### config.mk
export PLATFORM = sky130hd
export DESIGN_NAME = fetch_sequencer
export DESIGN_NICKNAME = d
export VERILOG_FILES = /design/src/rtl/fetch_sequencer.sv
export SDC_FILE = /design/constraint.sdc
export NUM_CORES = 1
export LEC_CHECK = 0
export CORE_MARGIN = 2
export CORE_UTILIZATION = 42
export DETAILED_ROUTE_END_ITERATION = 16
export GPL_ROUTABILITY_DRIVEN = 0
export PLACE_DENSITY = 0.79
export SLEW_MARGIN = 20
export SYNTH_ARGS = -nofsm -noshare
export SYNTH_HDL_FRONTEND = slang
export SYNTH_SLANG_ARGS = --single-unit
### constraint.sdc
create_clock -name clka -period 2 [get_ports clka]
set_input_delay 0.4 -clock clka [delete_from_list [all_inputs] [get_ports clka]]
set_output_delay 0.4 -clock clka [all_outputs]
set_load 0.1 [all_outputs]
### src/rtl/fetch_sequencer.sv
`default_nettype none
// ============================================================================
// Module      : fetch_sequencer
// Description : Instruction fetch/decode sequencer. Fetches a word at pc_out,
//               decodes sequential / BZ / JMP / JR / HALT and commands the PC
//               block through pc_ctl, imm, sr1_val and a pc_latch_data strobe.
// Revision    : 1.0 - initial release
// ============================================================================
module fetch_sequencer #(
  parameter int PC_BITS = 6
) (
  input  logic               clka,
  input  logic               reset,
  input  logic [PC_BITS-1:0] pc_out,
  output logic               mem_req,
  output logic [PC_BITS-1:0] mem_addr,
  input  logic [7:0]         mem_rdata,
  input  logic               mem_ack,
  input  logic               zero_flag,
  output logic [1:0]         rf_raddr,
  input  logic [7:0]         rf_rdata,
  input  logic               stall,
  output logic               pc_latch_data,
  output logic [1:0]         pc_ctl,
  output logic [PC_BITS-1:0] imm,
  output logic [7:0]         sr1_val,
  output logic [7:0]         instr_out,
  output logic               instr_valid,
  output logic               halted
);

  typedef enum logic [2:0] {
    ST_FETCH  = 3'd0,
    ST_DECODE = 3'd1,
    ST_REGRD  = 3'd2,
    ST_UPDATE = 3'd3,
    ST_HALT   = 3'd4
  } state_t;

  localparam logic [1:0] c_PC_INC  = 2'b00;
  localparam logic [1:0] c_PC_REL  = 2'b01;
  localparam logic [1:0] c_PC_IMM  = 2'b10;
  localparam logic [1:0] c_PC_REG  = 2'b11;

  state_t             r_state;
  logic [PC_BITS-1:0] w_field;

  // 6-bit offset/target field of the held instruction, sized to the PC
  assign w_field  = PC_BITS'(instr_out[5:0]);

  // The address is only qualified by mem_req, so it simply tracks the PC
  assign mem_addr = pc_out;

  // The strobe must drop in the same cycle stall rises, so it is decoded
  // from the registered state and the live stall input
  assign pc_latch_data = (r_state == ST_UPDATE) && !stall;

  // Main sequencer: state plus all registered outputs
  always_ff @(posedge clka or negedge reset) begin
    if (!reset) begin
      r_state     <= ST_FETCH;
      mem_req     <= 1'b0;
      rf_raddr    <= 2'b00;
      pc_ctl      <= c_PC_INC;
      imm         <= '0;
      sr1_val     <= 8'h00;
      instr_out   <= 8'h00;
      instr_valid <= 1'b0;
      halted      <= 1'b0;
    end else begin
      instr_valid <= 1'b0;
      case (r_state)
        ST_FETCH: begin
          // Out of reset the request is raised on the first edge; an ack is
          // only honoured once the request is actually visible
          if (!mem_req) begin
            mem_req <= 1'b1;
          end else if (mem_ack) begin
            mem_req     <= 1'b0;
            instr_out   <= mem_rdata;
            instr_valid <= (mem_rdata[7:6] == 2'b00);
            r_state     <= ST_DECODE;
          end
        end
        ST_DECODE: begin
          case (instr_out[7:6])
            2'b00: begin
              pc_ctl  <= c_PC_INC;
              r_state <= ST_UPDATE;
            end
            2'b01: begin
              // zero_flag is sampled here only; later changes are ignored
              if (zero_flag) begin
                pc_ctl <= c_PC_REL;
                imm    <= w_field;
              end else begin
                pc_ctl <= c_PC_INC;
              end
              r_state <= ST_UPDATE;
            end
            2'b10: begin
              pc_ctl  <= c_PC_IMM;
              imm     <= w_field;
              r_state <= ST_UPDATE;
            end
            default: begin
              if (instr_out[3:0] == 4'hF) begin
                halted  <= 1'b1;
                r_state <= ST_HALT;
              end else begin
                rf_raddr <= instr_out[5:4];
                r_state  <= ST_REGRD;
              end
            end
          endcase
        end
        ST_REGRD: begin
          sr1_val <= rf_rdata;
          pc_ctl  <= c_PC_REG;
          r_state <= ST_UPDATE;
        end
        ST_UPDATE: begin
          if (!stall) begin
            mem_req <= 1'b1;
            r_state <= ST_FETCH;
          end
        end
        ST_HALT: begin
          r_state <= ST_HALT;
        end
        default: begin
          mem_req <= 1'b0;
          r_state <= ST_FETCH;
        end
      endcase
    end
  end

endmodule
`default_nettype wire

==> flow_metrics.py, run 1 <==
metrics = {
    "sta": {
        "rsz0062_at_grt": "no",
        "slew_headroom": 0.736,
        "max_freq_mhz": 533,
        "slew_violations": 0,
        "final-hold-violation-count": 0,
        "worst_pin_slew_ns": 0.396,
        "skew_ns": 0.00842,
        "fin_crit_sh": 0.938,
        "setup_viol": 0,
        "period_minus_slack_ns": 1.88,
    },
    "finish": {
        "layout.nets": 194,
        "drive_gt1_frac": 0.457,
        "n_antenna_cell": 0,
        "final_cell_mix": "buf_4, dfrtp_1, mux2_2, clkdlybuf4s50_1, clkbuf_4",
        "area_delta_synth_final_pct": 36.1,
        "finalInstanceArea_um2": 2020,
        "fill_cells": 295,
        "mostFrequentLayoutCell": "buf_4",
    },
    "setup_path": {
        "criticalPathCategory": "reg2out",
        "endpoint_kind": "output port",
        "cpPeakStageDelay_ns": 0.49,
        "crit_path_cell_trace": "inv_2 -> nor4_4 -> buf_12",
        "arrival_ns": 1.48,
        "crit_required_ns": 1.60,
        "start_kind": "flop",
        "cp_slowest_cell": "dfrtp_2",
        "crit_fanout": 10,
    },
    "synth": {
        "post_synth.cell_area_avg_um2": 13.4,
        "yosysTopAreaCellShare": 0.540,
        "ys_types": 33,
        "synthMuxAreaShare": 0.189,
        "ys_top_cells_by_area": "dfrtp_1, mux2_2, buf_4",
        "synthFlopType": "dfrtp_1",
        "ys_seq_area_frac": 0.540,
        "synth_xor_area_frac": 0,
        "ys_warn_count": 0,
        "syn_inst": 111,
        "async_flop_share": 1.00,
        "synth_fa_ha_area_frac": 0.0338,
        "synth_top_family_by_area": "multiplexers",
        "synth_area_leader_cell": "dfrtp_1",
        "netlist_area_um2": 1480,
        "synthSimpleGateAreaFrac": 0.0928,
        "synth-seq-cells": 32,
        "synthesis.nets": 142,
        "synth_edf_count": 0,
        "synth-compound-area-share": 0.0802,
    },
    "clock_network": {
        "cts_max_path_buffers": 2,
        "cts_tree": "yes",
        "cts_max_level": 2,
        "clkLatencyLatePin_ns": 0.34,
        "numCtsBuffers": 5,
        "clk_pin_slew_ns": 0.10,
        "root_buffer": "clkbuf_4",
        "cts_sinks": 32,
        "post_cts.repair.setup_buffers": 0,
    },
    "drt": {
        "drt_pass1_iterations": 4,
        "ant_nets": 0,
        "vias": 1047,
        "drc": 0,
        "drt_iter0_drc": 56,
        "drt_wl_total_um": 3080,
        "wire_per_inst_um": 14.7,
        "viasPerCell": 4.99,
    },
    "floorplanning": {
        "core_um2": 3360,
        "die-area_um2": 4020,
        "placementRows": 21,
        "start_util": 0.441,
        "io_pins": 63,
        "die_height_um": 63.4,
        "fp.dieW_um": 63.4,
    },
    "run": {
        "max-cap-violations": 0,
    },
    "global_route": {
        "grt_pass1_wl_um": 5380,
        "grtUsageTotal": 0.174,
        "grt_max_degree": 33,
        "grt_pass1_vias": 1144,
        "grt_remaining_overflow": 0,
        "antenna_found_initial": 0,
    },
    "placement": {
        "placed_area_um2": 1950,
        "hpwl_um": 2330,
        "portBuffers": 50,
    },
    "worst_hold_path": {
        "hold_class": "in2async",
    },
    "status": {
        "outcome": "completed",
    },
}
-- logic make-up after synthesis --
group / Yosys count
AOI/OAI and AO/OA: 18
DFF: 32
buffers and inverters: 14
adders and majority gates: 4
muxes: 25
and+or+nand+nor: 18
-- registers in the layout, summed over array words and instances (netlist names) --
name         cells
instr_valid      1
mem_req          1
instr_out        8
rf_raddr         2
halted           1
pc_ctl           2
sr1_val          8
imm              6
r_state          3
-- routing by layer --
layer	track usage	share of wire	vias up
li1	-	-	497
met5	0	0	-
met4	0.0761	0.019	0
met3	0.0714	0.078	8
met2	0.261	0.47	34
met1	0.222	0.44	508
-- final cells by class --
type	instances	area [um2]	area share
sequential	32	806	0.399
multi-input combinational	65	602	0.298
timing repair buffer	55	475	0.236
tap	46	57.6	0.0285
clock buffer	7	55.1	0.0273
inverter	4	15.0	0.00744
clock inverter	1	7.51	0.00372
-- cells in the mapped netlist, drive strengths merged (2+ instances only) --
cell   number
ha          4
nand2       2
a21oi       3
o21ai       4
nor2b       3
inv         4
nor2        2
dfrtp      32
nor4        2
o22ai       2
buf        10
mux2       24
nor3b       3
-- metrics by stage --
step | worst slack, ns | TNS [ns] | util | hold WS, ns | cells
after floorplan | -0.00831 | -0.00831 | - | 0.104 | 111
after global placement | 0.199 | 0 | 0.581 | 0.444 | 202
after detailed placement | 0.160 | 0 | 0.581 | 0.468 | 202
after CTS | 0.0195 | 0 | 0.600 | 0.453 | 210
after global routing | 0.0487 | 0 | 0.600 | 0.474 | 210
final | 0.124 | 0 | 0.600 | 0.440 | 210
-- critical path: cells and delay by family, from the launching register on --
family                 cells  cell delay, ns
flip-flops                 1            0.49
AND/OR/NAND/NOR            1            0.33
buffers and inverters      2            0.31
-- worst paths after layout --
path,cells past startpoint,startpoint,slack [ns],endpoint
max in group asynchronous,2,reset,1.25,instr_out[7]
worst max-delay path,3,r_state[1],0.12,pc_latch_data
worst max register to register,3,r_state[1],0.35,imm[2]
worst min register to register,1,halted,0.49,halted
worst min-delay path,2,reset,0.44,imm[2]
min in group clka,1,halted,0.49,halted
-- what timing repair did --
item	CTS	global route
hold buffers	0	0
endpoints found under the setup margin	0	1
gates resized for setup	0	1
Power of run 1 is not shown: default switching activity piles up to over one toggle a cycle in this logic, so the estimate is an artifact.
==> run 2, diff against run 1 <==
CORE_UTILIZATION = 40   (was 42)
PLACE_DENSITY = 0.76   (was 0.79)
clock period = 2.2 ns   (was 2 ns; I/O delays follow)
==> run 2 against run 1 <==
Largest cell class unchanged. Wire length is 0.42% higher. Sequential share of layout area is 0.71 points lower. Worst setup slack improved by 0.026 ns. Final cell count is the same. Clock skew down 0.0058 ns. Final area increased by 1.2%. Global-route usage decreased by 1.4 points. Sequential cell count is the same. Highest routed layer unchanged.
==> flow_metrics.py, run 2 (synthesized netlist as in run 1, its figures left out) <==
metrics = {
    "status": {
        "outcome": "completed",
    },
    "sta": {
        "final-hold-violation-count": 0,
        "max_freq_mhz": 488,
        "period_minus_slack_ns": 2.05,
        "fin_crit_sh": 0.932,
        "tns_ns": 0,
        "setup_viol": 0,
        "rsz0062_at_grt": "no",
        "skew_ns": 0.00266,
        "slew_violations": 0,
        "worst_pin_slew_ns": 0.398,
        "slew_headroom": 0.734,
    },
    "global_route": {
        "grtUsageTotal": 0.160,
        "grt_pass1_wl_um": 4940,
        "antenna_found_initial": 0,
        "grt_pass1_vias": 1065,
        "grt_max_degree": 33,
        "grt_remaining_overflow": 0,
    },
    "floorplanning": {
        "die-area_um2": 4210,
        "placementRows": 22,
        "io_pins": 63,
        "die_height_um": 64.9,
        "core_um2": 3610,
        "fp.dieW_um": 64.9,
        "start_util": 0.411,
    },
    "clock_network": {
        "clkLatencyLatePin_ns": 0.28,
        "postCtsHoldBufs": 0,
        "cts_max_path_buffers": 2,
        "clk_pin_slew_ns": 0.06,
        "cts-resized-gates": 0,
        "numCtsBuffers": 5,
        "cts_max_level": 2,
        "root_buffer": "clkbuf_8",
        "cts_sinks": 32,
        "post_cts.repair.setup_buffers": 0,
        "cts_tree": "yes",
    },
    "drt": {
        "vias": 1049,
        "wire_per_inst_um": 14.7,
        "drt_iter0_drc": 35,
        "wl_met3_um": 151,
        "ant_nets": 0,
        "viasPerCell": 5.00,
        "drc": 0,
        "routed.top_layer": "met4",
        "drt_wl_total_um": 3090,
        "wl_met2_um": 1720,
        "wl_met1_um": 1150,
        "drt_pass1_iterations": 3,
    },
    "worst_hold_path": {
        "hp-start": "halted",
        "hold_path_depth": 1,
        "hold_class": "reg2reg",
        "hold_end": "halted",
    },
    "finish": {
        "mostFrequentLayoutCell": "buf_4",
        "reg_top3": "instr_out x8, sr1_val x8, imm x6",
        "n_antenna_cell": 0,
        "layout.nets": 193,
        "finalInstanceArea_um2": 2040,
        "fill_cells": 324,
        "drive_gt1_frac": 0.426,
        "final_cell_mix": "buf_4, dfrtp_1, mux2_2, clkdlybuf4s50_1, clkbuf_8",
        "area_delta_synth_final_pct": 37.7,
    },
    "setup_path": {
        "start_kind": "flop",
        "crit_path_cell_trace": "inv_1 -> nor4_4 -> buf_12",
        "cp_slowest_cell": "dfrtp_1",
        "r2r_start": "r_state[0]",
        "reg2reg_setup_slack_ns": 0.46,
        "criticalPathCategory": "reg2out",
        "r2r_cells": 3,
        "r2r-end": "imm[4]",
        "crit_required_ns": 1.76,
        "endpoint_kind": "output port",
        "arrival_ns": 1.61,
        "cpPeakStageDelay_ns": 0.58,
        "crit_fanout": 11,
    },
    "run": {
        "max-cap-violations": 0,
    },
    "placement": {
        "portBuffers": 50,
        "placed_area_um2": 1950,
        "hpwl_um": 2380,
    },
}
run 2: final cells by class:
cell class,count,area (um2),area share
clock buffer,7,96.3,0.0472
inverter,4,15.0,0.00735
multi-input combinational,65,602,0.295
sequential,32,801,0.392
tap,48,60.1,0.0294
timing repair buffer,54,468,0.229
run 2: per-stage QoR:
| step | std cells | worst slack, ns | util | hold slack [ns] |
|---|---|---|---|---|
| 3_5_place_dp | 203 | 0.379 | 0.540 | 0.466 |
| 3_3_place_gp | 203 | 0.401 | 0.540 | 0.464 |
| 5_1_grt | 210 | 0.0816 | 0.566 | 0.500 |
| 2_1_floorplan | 111 | 0.102 | - | 0.144 |
| 4_1_cts | 210 | 0.145 | 0.566 | 0.480 |
| 6_report | 210 | 0.151 | 0.566 | 0.478 |
run 2: worst max-delay path, delay by kind of cell, from the launching register on:
| kind | cells | cell delay [ns] |
|---|---|---|
| and+or+nand+nor | 1 | 0.34 |
| buffers and inverters | 2 | 0.40 |
| DFF | 1 | 0.58 |
run 2: how the worst max path moves through the flow:
stage / endpoint / cells past startpoint / start
2_1_floorplan: imm[4] / 5 / instr_out[7]
3_3_place_gp: instr_out[7] / 5 / mem_ack
3_5_place_dp: instr_out[7] / 5 / mem_ack
4_1_cts: pc_latch_data / 3 / r_state[0]
5_1_grt: pc_latch_data / 3 / r_state[0]
6_report: pc_latch_data / 3 / r_state[0]
run 2: metal layers:
layer / vias up / GRT usage
met5: - / 0
met4: 0 / 0.0745
met3: 4 / 0.0573
met2: 20 / 0.280
met1: 532 / 0.172
li1: 493 / -
Power of run 2 is left out for the same reason.
